File: src/rtl/shift_add_multiplier_pkg.sv
// Shared types and defaults for the shift-and-add multiplier.
// The state encoding matches the divider controller.
package shift_add_multiplier_pkg;

    typedef enum logic [1:0] {
        S_IDLE = 2'd0,
        S_CALC = 2'd1,
        S_DONE = 2'd2
    } state_t;

    localparam int N_DEF    = 10;
    localparam int CNTW_DEF = 4;

endpackage

File: src/rtl/shift_add_multiplier_ctrl.sv
// Control FSM and iteration counter for the shift-and-add multiplier.
// ZERO_SKIP_EN: a zero operand sends the accepting edge straight to DONE.
module shift_add_multiplier_ctrl
    import shift_add_multiplier_pkg::*;
#(
    parameter int N    = N_DEF,
    parameter int CNTW = CNTW_DEF
) (
    input  logic clk,
    input  logic rst,
    input  logic start,
`ifdef ZERO_SKIP_EN
    input  logic opnd_zero,
`endif
    output logic ld_a,
    output logic ld_q,
    output logic clr_acc,
    output logic sh_acc,
    output logic sh_q,
    output logic busy,
    output logic done
);

    state_t          state;
    logic [CNTW-1:0] cnt;
    logic            accept;
    logic            cnt_en;
    logic            last;
    logic            skip;

    // Datapath strobes act on the same edge as the state change, so they are decoded.
    assign accept  = (state == S_IDLE) && start;
    assign ld_a    = accept;
    assign ld_q    = accept;
    assign clr_acc = accept;
    assign sh_acc  = (state == S_CALC);
    assign sh_q    = (state == S_CALC);
    assign cnt_en  = (state == S_CALC);
    assign last    = (cnt == CNTW'(N - 1));

`ifdef ZERO_SKIP_EN
    assign skip = opnd_zero;
`else
    assign skip = 1'b0;
`endif

    always_ff @(posedge clk or posedge rst) begin
        if (rst) begin
            state <= S_IDLE;
            cnt   <= '0;
            busy  <= 1'b0;
            done  <= 1'b0;
        end else begin
            if (accept)
                cnt <= '0;
            else if (cnt_en)
                cnt <= cnt + 1'b1;

            case (state)
                S_IDLE: begin
                    if (start) begin
                        busy <= 1'b1;
                        if (skip) begin
                            state <= S_DONE;
                            done  <= 1'b1;
                        end else begin
                            state <= S_CALC;
                        end
                    end
                end
                S_CALC: begin
                    if (last) begin
                        state <= S_DONE;
                        done  <= 1'b1;
                    end
                end
                S_DONE: begin
                    state <= S_IDLE;
                    busy  <= 1'b0;
                    done  <= 1'b0;
                end
                default: begin
                    state <= S_IDLE;
                    busy  <= 1'b0;
                    done  <= 1'b0;
                end
            endcase
        end
    end

endmodule

File: src/rtl/shift_add_multiplier.sv
// Sequential unsigned radix-2 shift-and-add multiplier, product = {acc, q}.
// ZERO_SKIP_EN: zero operands finish one edge after acceptance with product 0.
module shift_add_multiplier
    import shift_add_multiplier_pkg::*;
#(
    parameter int N    = N_DEF,
    parameter int CNTW = CNTW_DEF
) (
    input  logic           clk,
    input  logic           rst,
    input  logic           start,
    input  logic [N-1:0]   inA,
    input  logic [N-1:0]   inB,
    output logic           busy,
    output logic           done,
    output logic [2*N-1:0] product
);

    logic [N-1:0] reg_a;
    logic [N-1:0] acc;
    logic [N-1:0] q;
    logic [N:0]   sum;
    logic [N-1:0] q_load;
    logic         ld_a, ld_q, clr_acc, sh_acc, sh_q;

`ifdef ZERO_SKIP_EN
    logic opnd_zero;
    assign opnd_zero = ~|inA | ~|inB;
    assign q_load    = opnd_zero ? '0 : inB;
`else
    assign q_load    = inB;
`endif

    shift_add_multiplier_ctrl #(.N(N), .CNTW(CNTW)) u_ctrl (
        .clk     (clk),
        .rst     (rst),
        .start   (start),
`ifdef ZERO_SKIP_EN
        .opnd_zero (opnd_zero),
`endif
        .ld_a    (ld_a),
        .ld_q    (ld_q),
        .clr_acc (clr_acc),
        .sh_acc  (sh_acc),
        .sh_q    (sh_q),
        .busy    (busy),
        .done    (done)
    );

    // Carry out of the add lands in acc's MSB after the shift.
    assign sum = {1'b0, acc} + (q[0] ? {1'b0, reg_a} : {(N+1){1'b0}});

    always_ff @(posedge clk or posedge rst) begin
        if (rst) begin
            reg_a <= '0;
            acc   <= '0;
            q     <= '0;
        end else begin
            if (ld_a)
                reg_a <= inA;
            if (clr_acc)
                acc <= '0;
            else if (sh_acc)
                acc <= sum[N:1];
            if (ld_q)
                q <= q_load;
            else if (sh_q)
                q <= {sum[0], q[N-1:1]};
        end
    end

    assign product = {acc, q};

endmodule
File: config.mk
export PLATFORM = sky130hd
export DESIGN_NAME = shift_add_multiplier
export DESIGN_NICKNAME = d
export VERILOG_FILES = /design/src/rtl/shift_add_multiplier_pkg.sv /design/src/rtl/shift_add_multiplier_ctrl.sv /design/src/rtl/shift_add_multiplier.sv
export SDC_FILE = /design/constraint.sdc
export NUM_CORES = 1
export LEC_CHECK = 0
export BUFFER_PORTS_ARGS = -buffer_cell sky130_fd_sc_hd__buf_2
export CAP_MARGIN = 30
export CORE_MARGIN = 3
export CORE_UTILIZATION = 57
export CTS_CLUSTER_DIAMETER = 30
export DETAILED_ROUTE_END_ITERATION = 7
export PLACE_DENSITY_LB_ADDON = 0.08
export SETUP_SLACK_MARGIN = 0.5
export SYNTH_ARGS = -nofsm -noshare
export SYNTH_HDL_FRONTEND = slang
export SYNTH_SLANG_ARGS = --single-unit
File: constraint.sdc
create_clock -name clk -period 4.9 [get_ports clk]
set_input_delay 0.245 -clock clk [delete_from_list [all_inputs] [get_ports clk]]
set_output_delay 0.245 -clock clk [all_outputs]
set_load 0.05 [all_outputs]
==> metrics.csv, run 1 <==
stage,metric,value,unit
synthesis,number of flops mapped to enable cells by yosys,0,
synthesis,main flop type after synthesis,dfrtp_1,
final_layout,area taken by multi-input logic gates,958,sq um
synthesis,cells after synthesis,210,
timing,Final Cycle Share,47.2,%
worst_setup_path,Crit Path Max Fanout,12,
hold_path,Hold Path Class,primary input to register,
synthesis,Syn Nets,246,
placement,routability cong.,0.915,
floorplanning,die height,64.8,um
routing,via/cell ratio,5.48,
cts,Clock Sinks,38,
timing,slew margin rel.,44.5,%
grt,gr usage total,20.7,%
pwr,Pleak,1.15,nW
grt,largest net degree at the start of global routing,39,
final_layout,Synth-to-Final Area Change,16.1,%
timing,Worst-Margin Slew,0.831,ns
synthesis,Post-Syn Area,0.00197,sq mm
grt,global-route wire length before repair,6.72,mm
final_layout,Filler cells,276,
synthesis,"Avg Cell Area, Syn",9.37,sq um
pwr,power density over the cells,666,mW/mm^2
cts,CTS tree,done,
synthesis,synthesized flop and latch total,38,
synthesis,synth warn,0,
synthesis,largest cells by area after synthesis,"dfrtp_1, nand2_1, ha_1",
timing,Final TNS setup,0,ns
final_layout,n_diodes,0,
timing,Final setup viols,0,
outcome,status,"complete, no violations",
routing,routed len/inst,13.4,um
cts,Worst-path clk slew,0.11,ns
run,maxcap violations,0,
timing,post-layout min period,2.31,ns
floorplanning,Rows,20,
routing,final wirelength,4.01,mm
pwr,Combinational Power Share,51.9,%
synthesis,"FFs w/ async S/R, synth",100,%
timing,Clock Skews,0.00458,ns
pwr,Overall Power,1.52,mW
worst_setup_path,crit path kind,register to register,
grt,initial antenna violation count,0,
cts,H-Tree Depth,2,
timing,Max Fclk,0.432,GHz
placement,post-DP HPWL,2.92,mm
floorplanning,Initial Util,61.9,%
floorplanning,CORE AREA,0.00318,sq mm
floorplanning,die width,64.8,um
pwr,worst vdd ir,0.462,mV
timing,max-slew violations,0,
final_layout,share of layout cells above drive strength 1,22.7,%
routing,DRC,0,
cts,"Clk Latency, worst-skew pair",0.34,ns
worst_setup_path,Startpoint Class,register,
routing,antenna-violating nets left,0,
synthesis,leading area contributor after synthesis,dfrtp_1,
pwr,P_sw,0.755,mW
worst_setup_path,CP required,5.17,ns
worst_setup_path,CP arrival,2.58,ns
final_layout,fin nets,291,
cts,Root Driver,clkbuf_4,
routing,DR pass1 iterations,4,
worst_setup_path,crit path capture type,register,
grt,number of global-route vias before repair,1540,
routing,via count,1643,
routing,DRT iter0 DRCs,133,
synthesis,Synth cell types,34,
pwr,Sw Share,49.7,%
synthesis,post-synth top area share,48.3,%
grt,GRT Residual Overflow,0,
pwr,Clock Power Share,11.0,%
floorplanning,IO Pins,45,
worst_setup_path,R2R Setup Slk,2.59,ns
timing,RSZ-0062 raised after global routing,false,
pwr,Reg power frac,37.1,%
cts,Max Root-Sink Buffers,2,
placement,PortBufs,44,
final_layout,Seq. cell area,951,sq um
synthesis,register area share after synthesis,48.3,%
pwr,internal power,0.765,mW
timing,Final Hold Viols,0,
floorplanning,die area,0.00419,sq mm
cts,Num CTS Buffers,5,
timing,Fin Hold WS,0.0821,ns
[layer usage]
| metal | part of all wire, % | global-route usage, % | up-vias |
|---|---|---|---|
| met4 | 1.5 | 7.12 | 0 |
| met2 | 47 | 34.9 | 47 |
| met3 | 6.2 | 5.55 | 6 |
| met1 | 45 | 25.7 | 773 |
| li1 | - | - | 817 |
| met5 | 0 | 0 | - |
[critical path: stages, from the launching register on]
cell and delay (ns):
dfrtp_1 0.50, and2_1 0.21, ha_1 0.20, fa_1 0.41
a21o_1 0.22, a221oi_2 0.32, o21ai_2 0.12, xnor2_1 0.12
o21ai_0 0.13
[layout make-up]
| cell class | count | share of cell area (%) |
|---|---|---|
| Multi-Input combinational cell | 159 | 41.9 |
| Sequential cell | 38 | 41.6 |
| Timing Repair Buffer | 47 | 10.7 |
| Clock buffer | 7 | 2.41 |
| Tap cell | 44 | 2.41 |
| Inverter | 4 | 0.657 |
| Clock inverter | 1 | 0.219 |
[synthesized netlist by cell type (2+ instances only)]
cell      count
a21o_1        2
nand3_1       5
o21ai_0      22
nor3_1        2
o21a_1        2
clkbuf_1      8
dfrtp_1      38
a311oi_1      2
nand2_1      57
and2_1       11
nor2_1        2
xor2_1        4
a22oi_1      10
inv_1         4
nand4_1       2
a21oi_1       8
ha_1         12
xnor2_1       3
[power groups by stage]
| stage | Sequential, mW | Clock, mW | Combinational, mW |
|---|---|---|---|
| floorplan | 0.786 | 0 | 0.389 |
| global placement | 0.569 | 0 | 0.774 |
| detailed placement | 0.569 | 0 | 0.794 |
| CTS | 0.564 | 0.176 | 0.796 |
| global route | 0.584 | 0.188 | 0.868 |
| finish | 0.565 | 0.167 | 0.789 |
[repair_timing]
item,CTS,global route
gates resized for setup,0,0
setup buffers,0,0
hold buffers,1,0
hold endpoints to repair,30,0
[registers in the layout, summed over array words and instances, names as in the netlist]
| register | flops |
|---|---|
| acc | 10 |
| q | 10 |
| reg_a | 10 |
| u_ctrl.busy | 1 |
| u_ctrl.cnt | 4 |
| u_ctrl.done | 1 |
| u_ctrl.state | 2 |
[logic make-up after synthesis]
logic type,Yosys count,share of synthesized area (%)
buf+inv,13,2.99
simple gates,83,18.7
flops,38,48.3
xor+xnor,7,3.12
fa+ha+maj,13,8.65
compound gates,56,18.2
[placed cells by master (no fill, tap or decap), types with 3 or more instances in the layout]
| cell type | n |
|---|---|
| clkbuf_4 | 5 |
| xor2_1 | 4 |
| nand3_1 | 5 |
| a21oi_1 | 8 |
| nand2_1 | 57 |
| dfrtp_1 | 38 |
| inv_1 | 4 |
| a22oi_1 | 10 |
| buf_2 | 44 |
| ha_1 | 12 |
| o21ai_0 | 22 |
| xnor2_1 | 3 |
| and2_1 | 11 |
[worst paths after layout]
kind / start / end / cells past startpoint
max: q[0] / acc[7] / 8
min reg2reg: reg_a[2] / reg_a[2] / 2
max in group asynchronous: rst / reg_a[6] / 4
min in group asynchronous: rst / u_ctrl.cnt[1] / 4
max reg2reg: q[0] / acc[7] / 8
min: inA[7] / reg_a[7] / 3
[through the flow]
stage	cells	util [%]	area [sq um]	worst slack [ns]
after global placement	291	69.7	2210	2.64
after global routing	300	71.9	2280	2.40
after floorplan	210	-	1970	2.44
after CTS	300	71.9	2280	2.58
final	300	71.9	2280	2.59
after detailed placement	291	69.7	2210	2.61
Note: power is estimated with default switching activity, not from simulation.
==> run 2: changes to the inputs <==
- CORE_UTILIZATION: 57 -> 48
- clock period: 4.9 -> 2.1 ns (I/O delays scaled with it)
==> run 2 against run 1 <==
Via count rose by 1.8%. First-iteration DRC count fell by 47%. Sequential share of layout area fell by 4.8 points. Final cell count rose by 5.7%. Clock skew rose by 0.0017 ns. Register-to-register slack got worse by 2.5 ns. Count of clock-buffer cells in the layout did not move. Combinational power rose to 2.9 times the previous value.
==> metrics.csv, run 2 (synthesized netlist as in run 1, its figures left out) <==
stage,metric,value,unit,change
outcome,status,"complete, no violations",,
timing,RSZ-0062 raised after global routing,true,,
timing,Clock Skews,0.00631,ns,+0.00173 ns
timing,slew margin rel.,68.0,%,+24 points
cts,Num CTS Buffers,5,,unchanged
routing,via count,1672,,+1.8%
cts,H-Tree Depth,2,,unchanged
routing,DRT iter0 DRCs,70,,-47%
cts,CTS tree,done,,
grt,gr usage total,19.5,%,-1.2 points
hold_path,Hold Path Class,primary input to register,,
final_layout,final non-filler cell total,317,,+5.7%
pwr,power density over the cells,1590,mW/mm^2,+140%
worst_setup_path,Startpoint Class,register,,
final_layout,final core utilization,68.1,%,-3.8 points
pwr,Pleak,1.24,nW,+7.7%
final_layout,share of layout cells above drive strength 1,34.6,%,+12 points
cts,Max Root-Sink Buffers,2,,unchanged
cts,"Clk Latency, worst-skew pair",0.28,ns,-0.06 ns
pwr,Combinational Power Share,55.4,%,+3.5 points
routing,final wirelength,4.62,mm,+15%
pwr,Clock Power Share,12.0,%,+1.0 points
pwr,Sw Share,47.1,%,-2.5 points
routing,routed len/inst,14.6,um,+9.1%
floorplanning,die area,0.00490,sq mm,+17%
final_layout,fin nets,305,,+4.8%
final_layout,largest registers,"acc x10, q x10, reg_a x10",,
placement,post-DP HPWL,3.17,mm,+8.7%
cts,Worst-path clk slew,0.07,ns,-0.04 ns
timing,Fin Hold WS,0.0132,ns,-0.0689 ns
grt,number of global-route vias before repair,1632,,+6.0%
pwr,internal power,2.18,mW,+180%
timing,Max Fclk,0.497,GHz,+15%
floorplanning,Initial Util,51.8,%,-10 points
routing,via/cell ratio,5.27,,-3.7%
cts,Root Driver,clkbuf_8,,
floorplanning,Rows,22,,+10%
timing,max-slew violations,0,,unchanged
pwr,P_sw,1.94,mW,+160%
grt,global-route wire length before repair,7.82,mm,+16%
worst_setup_path,CP required,2.26,ns,-2.91 ns
routing,antenna-violating nets left,0,,unchanged
run,maxcap violations,0,,unchanged
placement,dpl cell area,0.00232,sq mm,+4.7%
worst_setup_path,Crit Path Max Fanout,4,,-8
pwr,Reg power frac,32.5,%,-4.6 points
grt,GRT Residual Overflow,0,,unchanged
timing,Final setup viols,0,,unchanged
worst_setup_path,crit path kind,register to register,,
timing,Final Cycle Share,95.8,%,+49 points
final_layout,most frequent cells in the layout,"nand2_1, buf_2, dfrtp_1",,
final_layout,Synth-to-Final Area Change,31.4,%,
cts,Clock Sinks,38,,unchanged
worst_setup_path,crit path capture type,register,,
routing,DRC,0,,unchanged
timing,post-layout min period,2.01,ns,-0.302 ns
pwr,worst vdd ir,0.764,mV,+65%
floorplanning,CORE AREA,0.00380,sq mm,+20%
worst_setup_path,CP arrival,2.17,ns,-0.41 ns
grt,initial antenna violation count,0,,unchanged
timing,Worst-Margin Slew,0.480,ns,-0.351 ns
final_layout,n_diodes,0,,unchanged
floorplanning,IO Pins,45,,unchanged
final_layout,design area,0.00259,sq mm,+13%
placement,PortBufs,44,,unchanged
floorplanning,die height,70.0,um,+8.1%
floorplanning,die width,70.0,um,+8.1%
final_layout,"commonest non-fill, non-tap cell in the layout",nand2_1,,
placement,routability cong.,0.781,,-15%
timing,Final Hold Viols,0,,unchanged
placement,placed cell count,299,,+2.7%
routing,DR pass1 iterations,4,,unchanged
grt,largest net degree at the start of global routing,39,,unchanged
final_layout,Filler cells,311,,+13%
[run 2: what timing repair did]
item	in CTS	in global routing
gates cloned	0	0
hold buffers	1	0
hold endpoints to repair	38	0
setup buffers	6	4
endpoints found under the setup margin	8	12
resized for setup	10	10
pin swaps	10	12
[run 2: area by class of cell]
type / count / area (sq um) / share of cell area (%)
Inverter: 4 / 15.0 / 0.581
Tap cell: 48 / 60.1 / 2.32
Sequential cell: 38 / 952 / 36.8
Multi-Input combinational cell: 159 / 1120 / 43.3
Clock buffer: 7 / 86.3 / 3.34
Timing Repair Buffer: 61 / 354 / 13.7
[run 2: worst paths after layout]
| check | from | end | slack, ns | cells past startpoint |
|---|---|---|---|---|
| hold reg to reg | u_ctrl.done | u_ctrl.done | 0.48 | 1 |
| min in group asynchronous | rst | q[2] | 0.47 | 4 |
| setup / recovery | q[0] | acc[7] | 0.09 | 8 |
| max in group asynchronous | rst | q[0] | 1.26 | 4 |
| setup reg to reg | q[0] | acc[7] | 0.09 | 8 |
| hold / removal | inA[5] | reg_a[5] | 0.01 | 3 |
[run 2: worst max-delay path: stages (launching register included)]
cell,delay (ns)
dfrtp_2,0.43
and2_4,0.15
ha_4,0.16
fa_2,0.34
a21o_1,0.20
a221oi_4,0.27
o21ai_2,0.10
xnor2_1,0.16
o21ai_1,0.07
[run 2: per-stage QoR]
stage / power, mW / setup TNS [ns] / setup WS, ns
floorplan: 2.86 / -0.208 / -0.130
global placement: 3.31 / 0 / 0.0823
detailed placement: 3.34 / 0 / 0.0277
CTS: 4.00 / 0 / 0.0721
global route: 4.42 / 0 / 0.0195
finish: 4.12 / 0 / 0.0887
[run 2: power groups by stage]
stage | combinational (mW) | sequential (mW) | clock (mW)
2_1_floorplan | 1.00 | 1.85 | 0
3_5_place_dp | 2.00 | 1.34 | 0
5_1_grt | 2.49 | 1.39 | 0.538
6_report | 2.28 | 1.34 | 0.494
3_3_place_gp | 1.97 | 1.34 | 0
4_1_cts | 2.17 | 1.33 | 0.507
[run 2: per-layer routing]
layer  vias up  global-route usage (%)  wire, um
met4         0                    4.04        19
met2        36                    29.9      2170
met1       794                    28.3      2220
met3         2                    4.60       207
li1        840                       -         -
met5         -                       0         0
